===== src/rtl/key_scan_pkg.sv =====
// Shared types and helpers for the key_scan push-button front end.
package key_scan_pkg;

    typedef enum logic [1:0] {
        IDLE         = 2'd0,
        PRESS_WAIT   = 2'd1,
        HELD         = 2'd2,
        RELEASE_WAIT = 2'd3
    } ch_state_t;

    // Divide first so large clock rates times long hold times stay inside 32 bits.
    function automatic int cyc_from_ms(input int clk_hz, input int ms);
        return (clk_hz / 1000) * ms;
    endfunction

endpackage


===== src/rtl/key_scan_ch.sv =====
// One push-button channel: synchronizer, debounce FSM and hold timer.
// Optional long-press detection is built when KEY_SCAN_LONG_PRESS_EN is defined.
module key_scan_ch
    import key_scan_pkg::*;
#(
    parameter int DEBOUNCE_CYC = 4,
    parameter int LONG_CYC     = 10
) (
    input  logic sys_clk,
    input  logic sys_rst,
    input  logic key_n,
    output logic level,
    output logic press_pulse,
    output logic release_pulse,
    output logic long_pulse
);

    localparam int DEB_W = $clog2(DEBOUNCE_CYC + 1);
    localparam logic [DEB_W-1:0] DEB_MAX  = DEB_W'(DEBOUNCE_CYC);
    localparam logic [DEB_W-1:0] DEB_LAST = DEB_W'(DEBOUNCE_CYC - 1);

    function automatic logic [DEB_W-1:0] deb_inc(input logic [DEB_W-1:0] v);
        return (v >= DEB_MAX) ? DEB_MAX : v + 1'b1;
    endfunction

    logic      sync_p0;
    logic      sync_p1;
    logic      pressed;
    ch_state_t state;
    logic [DEB_W-1:0] deb_cnt;
    logic      accept_press;

    // Synchronizer stores the inverted key so a cleared flop means "released".
    always_ff @(posedge sys_clk or posedge sys_rst) begin
        if (sys_rst) begin
            sync_p0 <= 1'b0;
            sync_p1 <= 1'b0;
        end else begin
            sync_p0 <= ~key_n;
            sync_p1 <= sync_p0;
        end
    end

    assign pressed      = sync_p1;
    assign accept_press = (state == PRESS_WAIT) && pressed && (deb_cnt == DEB_LAST);

    always_ff @(posedge sys_clk or posedge sys_rst) begin
        if (sys_rst) begin
            state         <= IDLE;
            deb_cnt       <= '0;
            level         <= 1'b0;
            press_pulse   <= 1'b0;
            release_pulse <= 1'b0;
        end else begin
            press_pulse   <= 1'b0;
            release_pulse <= 1'b0;
            case (state)
                IDLE: begin
                    if (pressed) begin
                        state   <= PRESS_WAIT;
                        deb_cnt <= '0;
                    end
                end
                PRESS_WAIT: begin
                    if (!pressed) begin
                        state <= IDLE;
                    end else if (deb_cnt == DEB_LAST) begin
                        state       <= HELD;
                        level       <= 1'b1;
                        press_pulse <= 1'b1;
                    end else begin
                        deb_cnt <= deb_inc(deb_cnt);
                    end
                end
                HELD: begin
                    if (!pressed) begin
                        state   <= RELEASE_WAIT;
                        deb_cnt <= '0;
                    end
                end
                RELEASE_WAIT: begin
                    if (pressed) begin
                        state <= HELD;
                    end else if (deb_cnt == DEB_LAST) begin
                        state         <= IDLE;
                        level         <= 1'b0;
                        release_pulse <= 1'b1;
                    end else begin
                        deb_cnt <= deb_inc(deb_cnt);
                    end
                end
                default: state <= IDLE;
            endcase
        end
    end

`ifdef KEY_SCAN_LONG_PRESS_EN
    localparam int HOLD_W = $clog2(LONG_CYC + 1);
    localparam logic [HOLD_W-1:0] HOLD_MAX  = HOLD_W'(LONG_CYC);
    localparam logic [HOLD_W-1:0] HOLD_LAST = HOLD_W'(LONG_CYC - 1);

    function automatic logic [HOLD_W-1:0] hold_inc(input logic [HOLD_W-1:0] v);
        return (v >= HOLD_MAX) ? HOLD_MAX : v + 1'b1;
    endfunction

    logic [HOLD_W-1:0] hold_cnt;
    logic              long_fired;

    // Hold time accumulates only in HELD, so short release glitches pause it.
    always_ff @(posedge sys_clk or posedge sys_rst) begin
        if (sys_rst) begin
            hold_cnt   <= '0;
            long_fired <= 1'b0;
            long_pulse <= 1'b0;
        end else begin
            long_pulse <= 1'b0;
            if (accept_press) begin
                hold_cnt   <= '0;
                long_fired <= 1'b0;
            end else if (state == HELD) begin
                if ((hold_cnt == HOLD_LAST) && !long_fired) begin
                    long_pulse <= 1'b1;
                    long_fired <= 1'b1;
                end
                hold_cnt <= hold_inc(hold_cnt);
            end
        end
    end
`else
    assign long_pulse = 1'b0;
`endif

endmodule


===== src/rtl/key_scan.sv =====
// Multi-channel debounced push-button scanner with press/release/long events.
// Optional long-press detection is built when KEY_SCAN_LONG_PRESS_EN is defined.
module key_scan
    import key_scan_pkg::*;
#(
    parameter int NUM_KEYS    = 2,
    parameter int CLK_HZ      = 27_000_000,
    parameter int DEBOUNCE_MS = 20,
    parameter int LONG_MS     = 1000
) (
    input  logic                sys_clk,
    input  logic                sys_rst,
    input  logic [NUM_KEYS-1:0] key_n,
    output logic [NUM_KEYS-1:0] key_level,
    output logic [NUM_KEYS-1:0] key_press,
    output logic [NUM_KEYS-1:0] key_release,
    output logic [NUM_KEYS-1:0] key_long
);

    localparam int DEBOUNCE_CYC = cyc_from_ms(CLK_HZ, DEBOUNCE_MS);
    localparam int LONG_CYC     = cyc_from_ms(CLK_HZ, LONG_MS);

    for (genvar i = 0; i < NUM_KEYS; i++) begin : g_ch
        key_scan_ch #(
            .DEBOUNCE_CYC(DEBOUNCE_CYC),
            .LONG_CYC    (LONG_CYC)
        ) u_ch (
            .sys_clk      (sys_clk),
            .sys_rst      (sys_rst),
            .key_n        (key_n[i]),
            .level        (key_level[i]),
            .press_pulse  (key_press[i]),
            .release_pulse(key_release[i]),
            .long_pulse   (key_long[i])
        );
    end

endmodule


===== config.mk =====
export PLATFORM = sky130hd
export DESIGN_NAME = key_scan
export DESIGN_NICKNAME = d
export VERILOG_FILES = /design/src/rtl/key_scan_pkg.sv /design/src/rtl/key_scan_ch.sv /design/src/rtl/key_scan.sv
export SDC_FILE = /design/constraint.sdc
export NUM_CORES = 1
export LEC_CHECK = 0
export ABC_AREA = 1
export CORE_MARGIN = 2
export CORE_UTILIZATION = 55
export CTS_CLUSTER_DIAMETER = 100
export CTS_CLUSTER_SIZE = 28
export DETAILED_ROUTE_END_ITERATION = 10
export PLACE_DENSITY = 0.77
export SETUP_SLACK_MARGIN = 0.15
export SKIP_LAST_GASP = 1
export SYNTH_ARGS = -nofsm -noshare
export SYNTH_HDL_FRONTEND = slang
export SYNTH_SLANG_ARGS = --single-unit

===== constraint.sdc =====
create_clock -name sys_clk -period 4.65 [get_ports sys_clk]
set_input_delay 0.93 -clock sys_clk [delete_from_list [all_inputs] [get_ports sys_clk]]
set_output_delay 0.93 -clock sys_clk [all_outputs]
set_load 0.02 [all_outputs]

## After elaboration in Yosys (flattened, before gate mapping)

Cells that the tools add are included.
Widths: inputs -> output; s select.

- Input port bits: 4
- Register bits: 54

- Add/sub/neg operators: 2
- Reduce and logical (&&, ||, !) cells: 10
- Mux-type cells: 48
- Bitwise operators: 2
- Equal/unequal tests: 24
- Order comparisons: 2

Operator list:

| operator | count |
|---|---|
| $mux 20 | 12 |
| $pmux 20 s4 | 2 |
| $add 20x1->20 const B | 2 |
| $eq 20x20->1 const B | 2 |
| $ge 20x20->1 const B | 2 |
| $mux 2 | 12 |
| $mux 1 | 18 |
| $pmux 2 s4 | 2 |
| $reduce_and 4->1 | 4 |
| $ne 2x1->1 const B | 6 |
| $ne 2x2->1 const B | 6 |
| $reduce_and 5->1 | 2 |
| $eq 2x2->1 const B | 4 |
| $ne 3x1->1 const B | 2 |
| $ne 3x3->1 const B | 2 |
| $eq 2x1->1 const B | 2 |
| $logic_not 2->1 | 2 |
| $pmux 1 s2 | 2 |
| $reduce_bool 2->1 | 2 |
| $not 1->1 | 2 |

## Logic depth before layout (Yosys ltp)

Gate-level depths: netlist of the first run.

- Depth after elaboration: 5
- Depth in mapped cells: 11
- Depth with buffers taken out: 11

## By module

A second synthesis of the first run with hierarchy kept.

- Cell total of the unflattened synthesis: 508
- Area, all modules: 3477.1 um2

Modules (own cells, without submodules):

| module | cells an instance | area an instance (um2) | times used |
|---|---|---|---|
| key_scan_ch at g_ch[0].u_ch | 254 | 1752.9 | 1 |
| key_scan_ch at g_ch[1].u_ch | 254 | 1724.2 | 1 |

## Worst setup path after synthesis of the first run

No wires, ideal clock.

- Kind: register -> register
- Start point: reg g_ch[0].u_ch.deb_cnt[0]
- End point: reg g_ch[0].u_ch.deb_cnt[10]
- Setup slack: 3.100 ns
- Clock period less this slack: 1.550 ns
- Cell stages (with the launch flop): 12
- Path buffers: 1
- Library setup time: 0.118 ns
- Arrival time: 1.432 ns
- Cells stage by stage: dfrtp_1 > ha_1 > nand2_1 > inv_2 > nand2_1 > nor2_4 > nand3_4 > nand2_2 > inv_2 > buf_6 > nand3_1 > nand2_1

- Cells in the longest elaborated chain, start to end: 5

Ends and longest elaborated chain:

| what | line | source |
|---|---|---|
| start: declaration | key_scan_ch.sv:30 | `logic [DEB_W-1:0] deb_cnt;` |
| start signal: assignment | key_scan_ch.sv:72 | `deb_cnt <= deb_inc(deb_cnt);` |
| start signal: assignment | key_scan_ch.sv:89 | `deb_cnt <= deb_inc(deb_cnt);` |
| $add 20x1->20 or $ge 20x20->1 (tied branches) | key_scan_ch.sv:23 | `return (v >= DEB_MAX) ? DEB_MAX : v + 1'b1;` |
| $mux 20 | key_scan_ch.sv:23 |  |
| $mux 20 * | key_scan_ch.sv:67, key_scan_ch.sv:84 |  |
| $mux 20, on equally long branches | key_scan_ch.sv:82, key_scan_ch.sv:65 |  |
| $pmux 20 s4 * | key_scan_ch.sv:57 | `case (state)` |

Mark *: on every way between the ends. The rest lies on a longest branch, timed or not. The select of a mux whose other input is x is not followed.
A chain may end at the register's enable or synchronous reset.

## Worst setup path in the final report of the first run

- Start point: reg g_ch[1].u_ch.level
- End point: out key_level[1]

RTL lines:

| what | line | source |
|---|---|---|
| start: declaration | key_scan_ch.sv:12 | `output logic level,` |
| start signal: assignment | key_scan_ch.sv:51 | `level <= 1'b0;` |
| start signal: assignment | key_scan_ch.sv:69 | `level <= 1'b1;` |
| start signal: assignment | key_scan_ch.sv:86 | `level <= 1'b0;` |
| end: declaration | key_scan.sv:14 | `output logic [NUM_KEYS-1:0] key_level,` |

No word-level cell between the ends.

==> reports/qor.csv, run 1 <==
metric,value,unit
most frequently used flop master after synthesis,dfrtp_1,
"Distinct cells, synth",33,
via density per instance,5.29,
Leak,1.81,nW
cell depth of the worst flop-to-flop path,9,
Mapped Cells,498,
crit path buf inv count,1,
global-route wire length before repair,12700,µm
run status,finished clean,
Routed WL,7320,µm
CTS max path bufs,2,
fmax,0.452,GHz
"EDFF count, synth",0,
register area share after synthesis,39.3,%
Fin. Hold Viols,0,
Detail Route Antenna Nets,0,
Pwr per Cell Area,231,nW/µm²
Layout Area Growth over Synthesis,4.99,%
core area,5990,µm²
clock-pin slew on the worst setup and hold paths,0.10,ns
worst skew pair latency,0.33,ns
"most common cell after layout, fill and taps aside",nand2_1,
die outline width,83.1,µm
vias in the first global route,2777,
most frequent cells in the layout,"nand2_1, nor2_1, inv_1",
Post-CTS Setup Inserts,0,
final critical-path required period,2.21,ns
largest net degree at the start of global routing,35,
HP Class,flop to flop,
Vias,3040,
WL/cell,12.7,µm
RSZ-0062 raised after global routing,false,
worst r2r dst,g_ch[0].u_ch.deb_cnt[5],
root buf cell,clkbuf_8,
Hold WS,0.363,ns
CP Depth,1,
DP Area,3510,µm²
antenna violations before repair,0,
#FFs+latches synth,54,
Synth Area per Inst,6.90,µm²
Final Setup Violations,0,
critical path's top delay family,buffers and inverters,
setup_tns,0,ns
die height,83.1,µm
# hold bufs at CTS,0,
Max Cap Viol,0,
crit end category,output pin,
GRT Util Overall,22.2,%
Slew HR,52.0,%
ANT cells,0,
DRT Pass-1 Iters,5,
H-tree depth,2,
I/O pins,12,
Max stage delay on crit path,0.60,ns
post-CTS sizing,0,
CTS tree,yes,
max-slew violations,0,
die area,6900,µm²
Port Buffer Count,9,
reg2reg start,g_ch[0].u_ch.state[0],
CP Cell Sequence,clkdlybuf4s50_1,
site row count,28,
grt ovf,0,
Worst-Margin Slew,0.721,ns
RD Place Congestion,0.926,
Worst EP required,3.72,ns
final instance area,3610,µm²
fin nets,507,
Synth Cell Area,3440,µm²
async set-or-reset flop fraction in the synthesized netlist,100,%
CP max stage cell,clkdlybuf4s50_1,
drc violations,0,
CP arrival,1.28,ns
effective utilization at floorplan,57.4,%
type of origin of the critical path,flop,
Worst Setup SP,g_ch[1].u_ch.level,
Setup CP Type,flop to output pin,
Ys Warns,0,
hpwl dp,5350,µm
total chip power,0.834,mW
# clock sinks,54,
1st-iter DRT viols,270,
share of layout cells above drive strength 1,7.40,%
reg-to-reg setup timing slack,2.45,ns
Critical Path End,key_level[1],
Clock Skew,0.0187,ns
crit path max fanout,2,
Max IR drop VDD,124,µV
period utilisation layout,47.5,%
CTS Buf Count,5,
-- state kept, by name, summed over array words and instances, names as in the netlist, named ones only --
register and cells:
g_ch.u_ch.deb_cnt 40, g_ch.u_ch.level 2, g_ch.u_ch.press_pulse 2, g_ch.u_ch.pressed 2, g_ch.u_ch.release_pulse 2, g_ch.u_ch.state 2
g_ch.u_ch.sync_p0 2
-- cell type report --
type	instances	area (µm²)
Timing Repair Buffer	10	97.6
Clock inverter	3	28.8
Multi-Input combinational cell	362	1720
Clock buffer	5	68.8
Tap cell	75	93.8
Fill cell	555	2380
Sequential cell	54	1350
Inverter	66	248
-- where the power goes --
| group | internal (mW) | total, mW | switching (mW) |
|---|---|---|---|
| Combinational | 0.0132 | 0.0475 | 0.0344 |
| Clock | 0.113 | 0.296 | 0.183 |
| Sequential | 0.478 | 0.491 | 0.0129 |
| Total | 0.604 | 0.834 | 0.230 |
-- synth_stat cells, drive strengths merged, types with 2 or more instances --
library cell | number | area [µm²]
buf | 17 | 121
dfrtp | 54 | 1350
ha | 4 | 50.1
inv | 65 | 244
nand2 | 163 | 642
nand3 | 47 | 253
nand4 | 14 | 87.6
nor2 | 74 | 303
nor3 | 7 | 40.0
nor4 | 2 | 12.5
o21ai | 24 | 120
xnor2 | 4 | 35.0
xor2 | 15 | 131
-- cells by family after synthesis --
logic type | Yosys count | share of synthesized area, %
and+or+nand+nor | 309 | 39.3
AOI/OAI and AO/OA | 28 | 4.26
DFF | 54 | 39.3
buffers and inverters | 83 | 10.7
adders and majority gates | 4 | 1.46
other | 1 | 0.109
xor gates and xnor gates | 19 | 4.84
-- how the worst min path moves through the flow --
| stage | start | end | slack, ns | cells past startpoint |
|---|---|---|---|---|
| after global routing | g_ch[1].u_ch.sync_p0 | g_ch[1].u_ch.pressed | 0.39 | 0 |
| final | g_ch[1].u_ch.sync_p0 | g_ch[1].u_ch.pressed | 0.36 | 0 |
| after CTS | g_ch[1].u_ch.sync_p0 | g_ch[1].u_ch.pressed | 0.37 | 0 |
| after detailed placement | g_ch[1].u_ch.sync_p0 | g_ch[1].u_ch.pressed | 0.34 | 0 |
| after global placement | g_ch[0].u_ch.sync_p0 | g_ch[0].u_ch.pressed | 0.33 | 0 |
| after floorplan | g_ch[0].u_ch.sync_p0 | g_ch[0].u_ch.pressed | 0.33 | 0 |
-- metal layers --
metal	global-route usage [%]	wire length, µm	vias to the layer above
met5	0	0	-
met4	6.11	91	0
met1	33.5	3670	1394
li1	-	-	1537
met3	3.98	479	10
met2	32.8	3080	99
-- metrics by stage --
step                      utilization, %  setup WS (ns)  instances
after CTS                           60.3           2.42        575
after global routing                60.3           2.26        575
after floorplan                        -           2.41        499
after global placement              58.6           2.47        567
final                               60.3           2.44        575
after detailed placement            58.6           2.44        567
Power figures use the tool's default switching activity.
==> run 2, diff against run 1 <==
--- a/config.mk
+++ b/config.mk
@@ -11,7 +11,7 @@
 export CTS_CLUSTER_DIAMETER = 100
 export CTS_CLUSTER_SIZE = 28
 export DETAILED_ROUTE_END_ITERATION = 10
-export PLACE_DENSITY = 0.77
+export PLACE_DENSITY = 0.8
 export SETUP_SLACK_MARGIN = 0.15
 export SKIP_LAST_GASP = 1
 export SYNTH_ARGS = -nofsm -noshare
==> constraint.sdc (replaced) <==
create_clock -name sys_clk -period 1.8 [get_ports sys_clk]
set_input_delay 0.36 -clock sys_clk [delete_from_list [all_inputs] [get_ports sys_clk]]
set_output_delay 0.36 -clock sys_clk [all_outputs]
set_load 0.02 [all_outputs]
==> run 2 against run 1 <==
- non-clock buffer count grew 25
- final cell count up 4.3%
- first-iteration DRC count is 34% lower
- global-route usage grew 0.62 points
- sequential cell count stayed put
- power grew to 2.6 times the previous value
- count of clock-buffer cells in the layout grew 1
- worst setup slack worse by 2.3 ns
- design area is 11% higher
- wire length rose by 8.0%
- register-to-register slack worse by 2.3 ns
- clock power rose by 150%
- critical endpoint is now g_ch[1].u_ch.deb_cnt[5]
- highest routed layer unchanged
==> reports/qor.csv, run 2 (same netlist as run 1, synthesis figures left out) <==
metric,value,unit,change
run status,finished clean,,
final critical-path required period,1.62,ns,
hpwl dp,5490,µm,+2.7%
type of origin of the critical path,flop,,
crit path buf inv count,2,,+1
die height,83.1,µm,unchanged
ANT cells,0,,unchanged
site row count,28,,unchanged
Port Buffer Count,9,,unchanged
Layout Area Growth over Synthesis,16.4,%,
drc violations,0,,unchanged
Max stage delay on crit path,0.38,ns,-0.22 ns
DRT Pass-1 Iters,4,,-1
effective utilization at floorplan,57.4,%,unchanged
Detail Route Antenna Nets,0,,unchanged
largest net degree at the start of global routing,25,,-29%
cell depth of the worst flop-to-flop path,10,,+1
clock-pin slew on the worst setup and hold paths,0.10,ns,about the same
CP arrival,1.86,ns,+0.58 ns
P_int,1.64,mW,+170%
setup_tns,0,ns,unchanged
share of layout cells above drive strength 1,17.3,%,+9.9 points
cell mode on critical path,nand2_2,,
H-tree depth,2,,unchanged
global-route wire length before repair,13200,µm,+3.4%
period utilisation layout,89.9,%,
Final Setup Violations,0,,unchanged
Pwr per Cell Area,551,nW/µm²,+140%
Hold WS,0.361,ns,-0.00262 ns
antenna violations before repair,0,,unchanged
CTS max path bufs,2,,unchanged
vias in the first global route,2997,,+7.9%
via density per instance,5.28,,about the same
core area,5990,µm²,unchanged
root buf cell,clkbuf_8,,
filler cell count,507,,-8.6%
power share of the clock group,33.3,%,-2.2 points
max-slew violations,0,,unchanged
final setup margin,0.182,ns,-2.26 ns
fmax,0.618,GHz,
RD Place Congestion,0.947,,+2.3%
crit end category,flop,,
CP max stage cell,dfrtp_1,,
CP Depth,10,,+9
dpl ws,0.0142,ns,-2.43 ns
crit path max fanout,7,,+5
CTS Buf Count,5,,unchanged
Clock Skew,0.0102,ns,-0.00851 ns
die area,6900,µm²,unchanged
die outline width,83.1,µm,unchanged
combinational share of power,9.9,%,+4.2 points
most frequent cells in the layout,"nand2_1, nor2_1, inv_1",,
Vias,3170,,+4.3%
Max Cap Viol,0,,unchanged
HP Class,flop to flop,,
P_sw,0.565,mW,+150%
DP Area,3640,µm²,+3.6%
I/O pins,12,,unchanged
RSZ-0062 raised after global routing,true,,
# clock sinks,54,,unchanged
Largest register FFs,40,,unchanged
reg-to-reg setup timing slack,0.18,ns,-2.27 ns
grt ovf,0,,unchanged
1st-iter DRT viols,177,,-34%
# hold bufs at CTS,0,,unchanged
fin nets,532,,+4.9%
Setup CP Type,flop to flop,,
hold path depth,0,,unchanged
critical path's top delay family,simple AND/OR/NAND/NOR gates,,
Routed WL,7900,µm,+8.0%
Fin. Hold Viols,0,,unchanged
Reg power frac,56.8,%,-2.0 points
WL/cell,13.2,µm,+3.5%
total chip power,2.20,mW,+160%
Max IR drop VDD,371,µV,+200%
final instance area,4000,µm²,+11%
worst skew pair latency,0.32,ns,about the same
Worst EP required,2.04,ns,-1.68 ns
CP Cell Sequence,ha_2 > nand2_2 > inv_2 > nand2_2 > nor3_4 > nand2_4 > nand2_8 > buf_8 > nand2_2 > o21ai_1,,
GRT Util Overall,22.8,%,+0.62 points
CTS tree,yes,,
Top reg by flops,g_ch.u_ch.deb_cnt,,
Sw Share,25.6,%,-1.9 points
Leak,2.07,nW,+15%
"most common cell after layout, fill and taps aside",nand2_1,,
## run 2: cell types whose count changed in the layout (fill, tap and decap cells not counted), moves of 4 or more
cell,change
buf_4,+16
buf_6,+6
clkdlybuf4s50_1,-5
dlymetal6s2s_1,+5
nand2_1,-8
nand2_2,+6
nor2_1,-8
nor2_2,+5
o21ai_0,-4
o21ai_2,+4
## run 2: worst paths after layout
check	end	start
setup / recovery	g_ch[1].u_ch.deb_cnt[5]	g_ch[1].u_ch.deb_cnt[1]
hold / removal	g_ch[0].u_ch.pressed	g_ch[0].u_ch.sync_p0
setup reg to reg	g_ch[1].u_ch.deb_cnt[5]	g_ch[1].u_ch.deb_cnt[1]
hold reg to reg	g_ch[0].u_ch.pressed	g_ch[0].u_ch.sync_p0
max in group asynchronous	g_ch[0].u_ch.deb_cnt[9]	sys_rst
min in group asynchronous	g_ch[0].u_ch.deb_cnt[10]	sys_rst
## run 2: power groups by stage
stage                     registers, mW  clock network (mW)  logic [mW]
after floorplan                    1.28                   0       0.111
after global placement             1.28                   0       0.156
after detailed placement           1.28                   0       0.160
after CTS                          1.25               0.754       0.184
after global routing               1.26               0.797       0.247
final                              1.25               0.733       0.218
## run 2: per-layer routing
metal	vias to the layer above	routed length (µm)	GRT usage (%)	share of wire, %
li1	1590	-	-	-
met1	1481	3550	30.1	45
met2	81	3860	37.8	49
met3	18	308	3.08	3.9
met4	0	179	9.39	2.3
met5	-	0	0	0
## run 2: final cells by class
class,instances,area (µm²),share of cell area (%)
clock buffer,6,82.6,2.06
clock inverter,2,16.3,0.406
inverter,66,262,6.53
multi-input combinational,362,1840,46.0
sequential,54,1360,33.9
tap,75,93.8,2.34
timing repair buffer,35,353,8.82
## run 2: metrics by stage
| stage | utilization [%] | cells |
|---|---|---|
| after floorplan | - | 499 |
| after global placement | 60.7 | 580 |
| after detailed placement | 60.7 | 580 |
| after CTS | 63.5 | 593 |
| after global routing | 66.8 | 600 |
| final | 66.8 | 600 |
## run 2: what timing repair did
item | in CTS | in global routing
endpoints found under the setup margin | 21 | 50
gates resized for setup | 4 | 57
pin swaps | 2 | 12
setup buffers | 5 | 7
